$ cat src/rtl/s_axis_pixel_window_pkg.sv
// s_axis_pixel_window_pkg: shared stream FSM encodings and default pixel geometry
package s_axis_pixel_window_pkg;
  typedef enum logic [1:0] {IDLE, RUN, FLUSH, DISCARD} state_t;
  localparam int DEF_DATA_W = 32;
  localparam int DEF_PIX_W = 24;
  localparam int DEF_WIN_N = 3;
  localparam int DEF_LINE_PIX = 32;
  localparam int DEF_FRAME_PIX = 960;
endpackage

$ cat src/rtl/s_axis_pixel_window_shift.sv
// s_axis_pixel_window_shift: WIN_N-deep pixel shift register with per-line fill tracking
module s_axis_pixel_window_shift #(
  parameter int PIX_W = 24,
  parameter int WIN_N = 3
) (
  input  logic                   clk,
  input  logic                   rstn,
  input  logic                   clr,
  input  logic                   shift_en,
  input  logic                   line_clr,
  input  logic [PIX_W-1:0]       pix,
  output logic [WIN_N*PIX_W-1:0] win,
  output logic                   complete
);
  localparam int FW = $clog2(WIN_N + 1);
  logic [PIX_W-1:0] w [WIN_N];
  logic [FW-1:0] fill;
  always_ff @(posedge clk) begin
    if (!rstn) begin
      fill <= '0;
      for (int i = 0; i < WIN_N; i++) w[i] <= '0;
    end else begin
      if (clr) fill <= '0;
      else if (shift_en) fill <= line_clr ? '0 : (fill == FW'(WIN_N) ? fill : fill + 1'b1);
      if (shift_en) begin
        w[0] <= pix;
        for (int i = 1; i < WIN_N; i++) w[i] <= w[i-1];
      end
    end
  end
  for (genvar i = 0; i < WIN_N; i++) begin : g_pack
    assign win[i*PIX_W +: PIX_W] = w[i];
  end
  assign complete = fill >= FW'(WIN_N - 1);
endmodule

$ cat src/rtl/s_axis_pixel_window.sv
// s_axis_pixel_window: AXI4-Stream pixel slave emitting per-line sliding windows with tlast checks
module s_axis_pixel_window
  import s_axis_pixel_window_pkg::*;
#(
  parameter int DATA_W = DEF_DATA_W,
  parameter int PIX_W = DEF_PIX_W,
  parameter int WIN_N = DEF_WIN_N,
  parameter int LINE_PIX = DEF_LINE_PIX,
  parameter int FRAME_PIX = DEF_FRAME_PIX
) (
  input  logic                   clk,
  input  logic                   rstn,
  output logic                   s_axis_tready,
  input  logic [DATA_W-1:0]      s_axis_tdata,
  input  logic [DATA_W/8-1:0]    s_axis_tstrb,
  input  logic                   s_axis_tlast,
  input  logic                   s_axis_tvalid,
  input  logic                   m_ready,
  output logic                   out_valid,
  output logic [WIN_N*PIX_W-1:0] out_data,
  output logic                   out_last,
  output logic                   err_early_last,
  output logic                   err_late_last
);
  localparam int CW = $clog2(LINE_PIX);
  localparam int PW = $clog2(FRAME_PIX);
  state_t state, state_nxt;
  logic [CW-1:0] col;
  logic [PW-1:0] pix;
  logic accept, run_acc, col_end, frame_end, complete, unused_ok;
  assign unused_ok = &{1'b0, s_axis_tstrb, s_axis_tdata};
  assign s_axis_tready = state == DISCARD || (state == RUN && (!out_valid || m_ready));
  assign accept = s_axis_tvalid && s_axis_tready;
  assign run_acc = accept && state == RUN;
  assign col_end = col == CW'(LINE_PIX - 1);
  assign frame_end = pix == PW'(FRAME_PIX - 1);
  always_comb begin
    state_nxt = state;
    case (state)
      IDLE:    state_nxt = s_axis_tvalid ? RUN : IDLE;
      RUN:     state_nxt = run_acc && (s_axis_tlast || frame_end) ? (s_axis_tlast ? FLUSH : DISCARD) : RUN;
      FLUSH:   state_nxt = !out_valid || m_ready ? IDLE : FLUSH;
      DISCARD: state_nxt = accept && s_axis_tlast ? IDLE : DISCARD;
      default: state_nxt = IDLE;
    endcase
  end
  always_ff @(posedge clk) begin
    if (!rstn) begin
      state <= IDLE;
      col <= '0;
      pix <= '0;
      out_valid <= 1'b0;
      out_last <= 1'b0;
      err_early_last <= 1'b0;
      err_late_last <= 1'b0;
    end else begin
      state <= state_nxt;
      err_early_last <= run_acc && s_axis_tlast && !frame_end;
      err_late_last <= run_acc && frame_end && !s_axis_tlast;
      if (state == IDLE) begin
        col <= '0;
        pix <= '0;
      end else if (run_acc) begin
        col <= col_end ? '0 : col + 1'b1;
        pix <= pix + 1'b1;
      end
      if (run_acc && complete) begin
        out_valid <= 1'b1;
        out_last <= s_axis_tlast || frame_end;
      end else if (m_ready) begin
        out_valid <= 1'b0;
        out_last <= 1'b0;
      end
    end
  end
  // The shift register doubles as the output register: it only moves on an accepted beat,
  // and no beat is accepted while a window is stalled.
  s_axis_pixel_window_shift #(.PIX_W(PIX_W), .WIN_N(WIN_N)) u_shift (
    .clk      (clk),
    .rstn     (rstn),
    .clr      (state == IDLE),
    .shift_en (run_acc),
    .line_clr (col_end),
    .pix      (s_axis_tdata[PIX_W-1:0]),
    .win      (out_data),
    .complete (complete)
  );
endmodule
$ cat config.mk
export PLATFORM = sky130hd
export DESIGN_NAME = s_axis_pixel_window
export DESIGN_NICKNAME = d
export VERILOG_FILES = /design/src/rtl/s_axis_pixel_window_pkg.sv /design/src/rtl/s_axis_pixel_window_shift.sv /design/src/rtl/s_axis_pixel_window.sv
export SDC_FILE = /design/constraint.sdc
export NUM_CORES = 1
export LEC_CHECK = 0
export BUFFER_PORTS_ARGS = -buffer_cell sky130_fd_sc_hd__buf_2
export CAP_MARGIN = 20
export CORE_MARGIN = 2
export CORE_UTILIZATION = 45
export CTS_BUF_LIST = sky130_fd_sc_hd__clkbuf_4
export DETAILED_ROUTE_END_ITERATION = 8
export GPL_TIMING_DRIVEN = 0
export PLACE_DENSITY_LB_ADDON = 0.08
export RECOVER_POWER = 50
export SLEW_MARGIN = 30
export SYNTH_ARGS = -nofsm -noshare
export SYNTH_HDL_FRONTEND = slang
export SYNTH_SLANG_ARGS = --single-unit
$ cat constraint.sdc
create_clock -name clk -period 3.75 [get_ports clk]
set_clock_uncertainty 0.1 [all_clocks]
set_input_delay 0.75 -clock clk [delete_from_list [all_inputs] [get_ports clk]]
set_output_delay 0.75 -clock clk [all_outputs]
set_load 0.01 [all_outputs]
==> results_dict.tcl <==
set metrics [dict create \
    first_pass_iters 4 \
    ys_types 41 \
    hp-class "register to register" \
    yosysTopAreaCell "edfxtp_1" \
    yosys_warnings 0 \
    areaGrowthSynthToFinish_pct 19.1 \
    power_frac_comb 0.080 \
    track_usage 0.175 \
    synthArstFlopShare 0 \
    tightest_slew_ns 1.12 \
    ys_ff_latch 95 \
    post_dp_cell_area_mm2 0.00448 \
    critPathMaxFanout 39 \
    p_switching_uw 498 \
    cts_root_buf "clkbuf_4" \
    synth_area_mm2 0.00380 \
    sw_frac_of_total 0.256 \
    grt_pass1_vias 2431 \
    numClockSinks 95 \
    power_frac_clock 0.302 \
    path_clk_slew_ns 0.15 \
    cellPowerDensity_mw_per_mm2 429 \
    grt_first_pass_wirelength_um 12100 \
    clk_latency_ns 0.44 \
    finalMaxSlewViolations 0 \
    rsz0062_at_grt "no" \
    routedWlPerCell_um 15.3 \
    outcome "completed" \
    ys.flop_type "edfxtp_1" \
    vias_per_cell 5.19 \
    wl_met2_um 3910 \
    dieWidth_um 96.0 \
    cts_buffer_depth 2 \
    drive_gt1_frac 0.119 \
    path_class "register to register" \
    setup.worst_path.end_class "register" \
    antenna_left 0 \
    power_leakage_nw 1.85 \
    synth_area_leaders "edfxtp_1 57%, and3_1 12%, dfxtp_1 12%" \
    gp_congestion 0.736 \
    ioPinCount 118 \
    start_util 0.463 \
    grt_max_degree 40 \
    synth.net_count 336 \
    htreeDepth 3 \
    antenna_found_initial 0 \
    die_y_um 96.0 \
    die_area_mm2 0.00921 \
    dp_cells 500 \
    synthesis.instances 290 \
    cp_data_arrival_time_ns 2.58 \
    setup_viol_count_final 0 \
    ys_seq_area_frac 0.689 \
    seq_power_share 0.617 \
    cts_hold_buf 0 \
    p_int_mw 1.45 \
    cts_tree "yes" \
    place_hpwl_um 5640 \
    drcViolationCount 0 \
    period_share 0.675 \
    cts_resized 0 \
    yosysTopAreaCellShare 0.568 \
    route.vias.total 2684 \
    cap_violations 0 \
    gr-total-overflow 0 \
    cp_data_required_time_ns 3.80 \
    synth_edf_count 72 \
    finish.net_count 452 \
    rows 33 \
    core_area_mm2 0.00822 \
    post_cts_buffers 0 \
    min_period_ns 2.53 \
    slew_headroom 0.246 \
    numCtsBuffers 9 \
    dr.max_layer_used "met4" \
    wirelength_met1_um 3470 \
    cp-start-kind "register" \
    ir_drop_uv 190 \
    drt_wl_total_um 7900 \
    instances_no_fill 517 \
    wl_met3_um 441 \
    first_iter_violations 123 \
    max_freq_ghz 0.395 \
    port_buffers 104 \
    finalHoldViolCount 0 \
    r2r_slack_ns 1.22 \
    final_cell_area_mm2 0.00453 \
    syn_area_per_cell_um2 13.1 \
]
final cells by class:
class / instances / area, um2
Antenna cell: 1 / 2.50
Clock buffer: 9 / 67.6
Sequential cell: 95 / 2620
Clock inverter: 7 / 88.8
Multi-Input combinational cell: 170 / 1070
Timing Repair Buffer: 105 / 445
Fill cell: 739 / 3690
Buffer: 21 / 87.6
Tap cell: 105 / 131
Inverter: 4 / 15.0
state kept, by name (all words and copies together) (netlist names):
signal	count
state	2
col	5
pix	10
u_shift.fill	2
out_valid	1
u_shift.w	72
out_last	1
err_late_last	1
err_early_last	1
path summary, 6_finish.rpt:
path | startpoint | end | cells past startpoint
worst max-delay path | state[0] | u_shift.w[0][70] | 5
worst min register to register | col[4] | col[4] | 2
worst max register to register | state[0] | u_shift.w[0][70] | 5
worst min-delay path | col[4] | col[4] | 2
synth_stat cells, types with 3 or more instances:
library cell,number
nand3_1,5
dfxtp_1,23
xnor2_1,4
nand2_1,15
a32o_1,3
clkbuf_1,17
nor2_1,10
nor4_1,3
or3_1,3
ha_1,5
a21oi_1,8
edfxtp_1,72
and3_1,74
or4_1,4
inv_1,4
o21ai_0,7
cell families after synthesis:
logic type / after synthesis / synth area share
simple gates: 130 / 0.204
flops: 95 / 0.689
compound gates: 28 / 0.0460
buf+inv: 25 / 0.0283
xor+xnor: 6 / 0.0138
fa+ha+maj: 5 / 0.0164
mux: 1 / 0.00263
critical path: stages, from the launching register on:
cell	delay [ns]
dfxtp_1	0.35
clkbuf_1	0.34
nor2b_1	0.22
nand3_1	0.37
nand2_4	0.57
buf_12	0.28
power by group through the flow:
| stage | registers (mW) | clock network (mW) | logic [mW] |
|---|---|---|---|
| 3_3_place_gp | 1.23 | 0 | 0.166 |
| 4_1_cts | 1.20 | 0.596 | 0.173 |
| 6_report | 1.20 | 0.588 | 0.157 |
| 2_1_floorplan | 1.25 | 0 | 0.0579 |
| 5_1_grt | 1.21 | 0.643 | 0.175 |
| 3_5_place_dp | 1.22 | 0 | 0.173 |
through the flow:
stage,util,total power [mW],setup slack [ns],TNS (ns),hold slack (ns)
final,0.551,1.95,1.22,0,0.378
after global routing,0.551,2.02,0.989,0,0.410
after CTS,0.565,1.97,1.42,0,0.381
after detailed placement,0.546,1.40,1.07,0,0.362
after global placement,0.542,1.39,-0.456,-32.65,0.348
after floorplan,-,1.31,0.442,0,0.341
routing by layer:
layer  vias up  global-route usage
met5         -                   0
met4         0              0.0714
met3         6              0.0329
met2        71               0.290
met1      1288               0.226
li1       1319                   -
cell usage in the layout (no fill, tap or decap), types with 2 or more instances in the layout:
cell type	instances
nor2_1	10
xnor2_1	4
buf_2	28
a32o_1	3
inv_1	4
or4_1	5
nand3_1	5
o21ai_0	8
o21a_1	2
nor4_1	3
clkbuf_4	9
and3_1	74
inv_6	3
xor2_1	2
nand4_1	2
clkbuf_1	95
and2_1	2
a21oi_1	8
or3_1	3
nor3_1	2
edfxtp_1	72
nand2_1	14
nor3b_1	2
nor2b_1	2
ha_1	5
dfxtp_1	23
Note: power is estimated with default switching activity, not from simulation.
